==> src/rtl/l1_ahb_arbiter_nport.sv <==
// Output-stage arbiter for one L1 AHB matrix output: picks the input stage that drives
// the shared slave port, never splitting fixed-length bursts or locked sequences.
module l1_ahb_arbiter_nport #(
    parameter  int NUM_PORTS = 4,
    parameter  int ARB_MODE  = 0,
    localparam int PORT_W    = (NUM_PORTS > 2) ? $clog2(NUM_PORTS) : 1
) (
    input  logic                 HCLK,
    input  logic                 HRESETn,
    input  logic [NUM_PORTS-1:0] req_port,
    input  logic                 HREADYM,
    input  logic                 HSELM,
    input  logic [1:0]           HTRANSM,
    input  logic [2:0]           HBURSTM,
    input  logic                 HMASTLOCKM,
    output logic [PORT_W-1:0]    addr_in_port,
    output logic                 no_port,
    output logic                 burst_hold
);

    localparam logic [1:0] TR_IDLE   = 2'b00;
    localparam logic [1:0] TR_BUSY   = 2'b01;
    localparam logic [1:0] TR_NONSEQ = 2'b10;
    localparam logic [1:0] TR_SEQ    = 2'b11;

    logic [3:0]           burst_cnt;
    logic [3:0]           next_cnt;
    logic                 next_hold;
    logic [PORT_W-1:0]    last_served;
    logic [NUM_PORTS-1:0] eff_req;
    logic [PORT_W-1:0]    sel_next;
    logic                 no_port_next;
    logic [PORT_W-1:0]    win;
    logic                 found;
    logic [PORT_W:0]      rr_sum;
    logic [PORT_W-1:0]    rr_pick;

    // Beat counter tracks the remaining SEQ beats of a fixed-length burst.
    always_comb begin
        next_cnt  = burst_cnt;
        next_hold = burst_hold;
        if (!HREADYM) begin
            next_cnt  = burst_cnt;
            next_hold = burst_hold;
        end else if (!HSELM) begin
            next_cnt  = 4'd0;
            next_hold = 1'b0;
        end else begin
            case (HTRANSM)
                TR_NONSEQ: begin
                    case (HBURSTM)
                        3'b110, 3'b111: begin next_cnt = 4'd15; next_hold = 1'b1; end
                        3'b100, 3'b101: begin next_cnt = 4'd7;  next_hold = 1'b1; end
                        3'b010, 3'b011: begin next_cnt = 4'd3;  next_hold = 1'b1; end
                        default:        begin next_cnt = 4'd0;  next_hold = 1'b0; end
                    endcase
                end
                TR_SEQ: begin
                    next_cnt = burst_cnt - 4'd1;
                    if (burst_cnt == 4'd1)
                        next_hold = 1'b0;
                end
                TR_BUSY: begin
                    next_cnt  = burst_cnt;
                    next_hold = burst_hold;
                end
                default: begin
                    next_cnt  = 4'd0;
                    next_hold = 1'b0;
                end
            endcase
        end
    end

    always_comb begin
        eff_req = '0;
        for (int i = 0; i < NUM_PORTS; i++)
            eff_req[i] = req_port[i] |
                         ((addr_in_port == PORT_W'(i)) & HSELM & (HTRANSM != TR_IDLE));
    end

    always_comb begin
        win     = '0;
        found   = 1'b0;
        rr_sum  = '0;
        rr_pick = '0;
        if (ARB_MODE == 0) begin
            for (int i = NUM_PORTS - 1; i >= 0; i--)
                if (eff_req[i])
                    win = PORT_W'(i);
        end else begin
            // Search begins one past the last served port and wraps.
            for (int k = 1; k <= NUM_PORTS; k++) begin
                rr_sum = {1'b0, last_served} + (PORT_W+1)'(k);
                if (rr_sum >= (PORT_W+1)'(NUM_PORTS))
                    rr_sum = rr_sum - (PORT_W+1)'(NUM_PORTS);
                rr_pick = rr_sum[PORT_W-1:0];
                if (!found && eff_req[rr_pick]) begin
                    found = 1'b1;
                    win   = rr_pick;
                end
            end
        end
    end

    always_comb begin
        sel_next     = addr_in_port;
        no_port_next = no_port;
        if (HMASTLOCKM || next_hold) begin
            sel_next     = addr_in_port;
            no_port_next = no_port;
        end else if (|eff_req) begin
            sel_next     = win;
            no_port_next = 1'b0;
        end else if (HSELM) begin
            no_port_next = 1'b0;
        end else begin
            no_port_next = 1'b1;
        end
    end

    // A grant out of the idle (no_port) state counts as a move for round-robin rotation.
    always_ff @(posedge HCLK) begin
        if (!HRESETn) begin
            burst_cnt    <= 4'd0;
            burst_hold   <= 1'b0;
            addr_in_port <= '0;
            no_port      <= 1'b1;
            last_served  <= PORT_W'(NUM_PORTS - 1);
        end else begin
            burst_cnt  <= next_cnt;
            burst_hold <= next_hold;
            if (HREADYM) begin
                addr_in_port <= sel_next;
                no_port      <= no_port_next;
                if (!no_port_next && (no_port || (sel_next != addr_in_port)))
                    last_served <= sel_next;
            end
        end
    end

endmodule

==> config.mk <==
export PLATFORM = sky130hd
export DESIGN_NAME = l1_ahb_arbiter_nport
export DESIGN_NICKNAME = d
export VERILOG_FILES = /design/src/rtl/l1_ahb_arbiter_nport.sv
export SDC_FILE = /design/constraint.sdc
export NUM_CORES = 1
export LEC_CHECK = 0
export CORE_ASPECT_RATIO = 1.4
export CORE_MARGIN = 4
export CORE_UTILIZATION = 30
export DETAILED_ROUTE_END_ITERATION = 12
export DONT_BUFFER_PORTS = 1
export MAX_ROUTING_LAYER = met4
export PLACE_DENSITY = 0.42
export SLEW_MARGIN = 20
export SYNTH_ARGS = -nofsm -noshare
export SYNTH_HDL_FRONTEND = slang
export SYNTH_SLANG_ARGS = --single-unit
==> constraint.sdc <==
create_clock -name HCLK -period 3 [get_ports HCLK]
set_input_delay 0.45 -clock HCLK [delete_from_list [all_inputs] [get_ports HCLK]]
set_output_delay 0.45 -clock HCLK [all_outputs]
set_load 0.01 [all_outputs]
==> results by group <==
Outcome
  – Status: completed

Route
  – Initial DRC count: 2
  – Routed wire length: 1.41 mm
  – Number of nets with antenna violations after routing: 0
  – Residual DRC: 0
  – DR vias/cell: 5.74
  – Detailed Routing Iterations Pass 1: 2
  – Via Count: 563
  – Wire length per cell: 14.3 um

Pwr
  – Switch Pwr: 0.0611 mW
  – P_int: 0.177 mW
  – Logic gate share of total power: 0.166
  – Seq pwr share: 0.494
  – Pwr dens: 380 nW/um^2
  – Max IR drop VDD: 0.186 mV
  – P_leak: 0.239 nW
  – Switching Share: 0.256
  – Clock share of power: 0.339

Clock tree
  – Maximum root-to-sink buffer count: 2
  – CTS tree: built
  – Post-CTS sizing: 0
  – Cts bufs inserted: 3
  – Post-CTS Setup Bufs: 0
  – Clock transition at the registers of the reported paths: 0.06 ns
  – Worst skew pair latency: 0.25 ns
  – Root Buffer: clkbuf_4
  – Hold-fix buffers at CTS: 0
  – H-Tree Depth: 1
  – CTS sink count: 8

STA
  – Worst slew pin tran: 0.406 ns
  – Slew Viols, Final: 0
  – Final setup violation count: 0
  – Period utilization: 0.549
  – Max-Slew Margin vs Limit: 0.729
  – Setup_tns: 0 ns
  – Final hold vios: 0
  – Clk_skew: 0.00342 ns
  – Unrepaired setup endpoints after global routing: false
  – Maximum clock frequency: 607 MHz
  – Tmin final: 1.65 ns

Setup path
  – Reg2reg path depth: 5
  – Required @ worst endpoint: 3.14 ns
  – Critical Path AT: 1.79 ns
  – Crit Path Max Fanout: 4
  – Worst reg2reg path endpoint: addr_in_port[0]
  – Worst Setup Start Kind: flop
  – Crit. End Element: flop
  – Critical path class: reg -> reg
  – Worst reg2reg setup slack: 1.35 ns
  – Reg2Reg Launch Point: burst_cnt[0]

Floorplanning
  – Initial Utilization: 0.329
  – Ports: 18
  – Die height: 60.9 um
  – Die area: 2790 um^2
  – Die width: 45.8 um
  – Core area: 1820 um^2
  – Rows: 18

Layout
  – Area growth syn-to-layout: 4.37%
  – Commonest non-fill, non-tap cell in the layout: nand2_1
  – Share of cells above drive strength 1: 0.0513
  – Ant. Diodes: 0
  – Nets: 96
  – Commonest non-fill, non-tap cells in the layout: nand2_1, dfxtp_1, inv_1, nor2_1, o21ai_0
  – Post-Layout Cell Count: 98

Placed design
  – Input/output buffers: 0
  – GP Congestion: 0.770
  – HPWL after DPL: 1.13 mm
  – Cell total after placement: 95

Run
  – Max Cap Viol: 0

Global routing
  – Pin count of the biggest net entering global routing: 14
  – Global-route wire length before repair: 2.30 mm
  – Global route overflow: 0
  – Number of global-route vias before repair: 572
  – GRT Total Usage: 0.117
  – Antenna violations before repair: 0

Worst hold path
  – Tightest Hold Check Type: in -> reg
  – Hold path start: HREADYM
  – Hold EP: burst_cnt[0]
  – Hold Crit Depth: 1

Yosys
  – Syn_area_per_cell: 7.60 um^2
  – Syn nets: 95
  – Synth Warn #: 0
  – Synth Instances: 79
  – Synth Cell Area: 601 um^2
  – Synth Register Bits: 8
  – Number of distinct library cells after synthesis: 37
  – Post-synthesis sequential area ratio: 0.267
per-layer routing:
metal | GRT usage | wire (um) | up-vias | part of all wire
li1 | - | - | 285 | -
met1 | 0.119 | 606 | 266 | 0.43
met2 | 0.202 | 686 | 10 | 0.49
met3 | 0.0267 | 95 | 2 | 0.068
met4 | 0.0610 | 16 | 0 | 0.011
met5 | - | 0 | - | 0
critical path: stages (launching register included):
cell and delay [ns]:
dfxtp_1 0.38, ha_1 0.15, and4bb_1 0.26, o32ai_2 0.14, or3_1 0.39, o211a_1 0.22
Yosys cell counts, drive strengths merged:
cell	number	area share
nand4	3	0.031
mux2i	1	0.017
nand3b	1	0.013
or4	1	0.013
clkbuf	1	0.0062
nand2b	2	0.021
a21boi	2	0.025
a21oi	3	0.025
o31a	1	0.015
nor3b	1	0.013
o31ai	2	0.025
xnor2	1	0.015
nor2b	3	0.031
a31oi	2	0.021
o2bb2ai	1	0.015
dfxtp	8	0.27
o32ai	2	0.042
or3	1	0.010
nor3	1	0.0083
nand2	9	0.056
nand3	2	0.017
inv	7	0.044
buf	3	0.029
and4bb	1	0.021
o22ai	1	0.010
and2	1	0.010
a22o	1	0.015
o311a	1	0.017
nor2	6	0.037
o21a	1	0.013
o211a	1	0.017
xor2	1	0.015
o311ai	1	0.015
o21ai	4	0.033
ha	2	0.042
worst max path at each step:
stage                 start              end  slack (ns)  depth (start not counted)
3_5_place_dp   burst_cnt[1]  addr_in_port[0]        1.37                          6
5_1_grt        burst_cnt[1]  addr_in_port[0]        1.29                          6
3_3_place_gp   burst_cnt[1]  addr_in_port[0]        1.37                          6
4_1_cts        burst_cnt[1]  addr_in_port[0]        1.36                          6
6_report       burst_cnt[0]  addr_in_port[0]        1.35                          5
2_1_floorplan    HTRANSM[1]  addr_in_port[0]        1.42                          5
kinds of logic (layout without fill, tap and decap cells):
logic type / Yosys count / in the layout / synth area share
AOI/OAI and AO/OA: 23 / 23 / 0.285
DFF: 8 / 8 / 0.267
xor gates and xnor gates: 2 / 2 / 0.0292
and+or+nand+nor: 32 / 32 / 0.281
adders and majority gates: 2 / 2 / 0.0417
buffers and inverters: 11 / 10 / 0.0792
muxes: 1 / 1 / 0.0167
area by class of cell:
class                           instances  area, um^2
Multi-Input combinational cell         60         393
Tap cell                               20        25.0
Sequential cell                         8         160
Clock buffer                            3        22.5
Fill cell                             204        1200
Inverter                                7        26.3
sequential cells by signal (all words and copies together), names as in the netlist:
register      count
addr_in_port      2
burst_cnt         4
no_port           1
burst_hold        1
power by group through the flow:
stage / Sequential [mW] / Clock [mW] / Combinational [mW]
finish: 0.118 / 0.0809 / 0.0396
global route: 0.119 / 0.0880 / 0.0454
CTS: 0.118 / 0.0854 / 0.0398
detailed placement: 0.120 / 0 / 0.0396
global placement: 0.120 / 0 / 0.0398
floorplan: 0.119 / 0 / 0.0404
through the flow:
stage / setup slack, ns / power [mW] / cell area [um^2] / util / hold WS [ns]
finish: 1.35 / 0.238 / 627 / 0.344 / 0.282
global route: 1.29 / 0.252 / 627 / 0.344 / 0.274
CTS: 1.36 / 0.243 / 627 / 0.344 / 0.273
detailed placement: 1.37 / 0.160 / 604 / 0.331 / 0.492
global placement: 1.37 / 0.160 / 604 / 0.331 / 0.494
floorplan: 1.42 / 0.159 / 601 / - / 0.457
No activity file was read; power rests on OpenSTA's default activity.
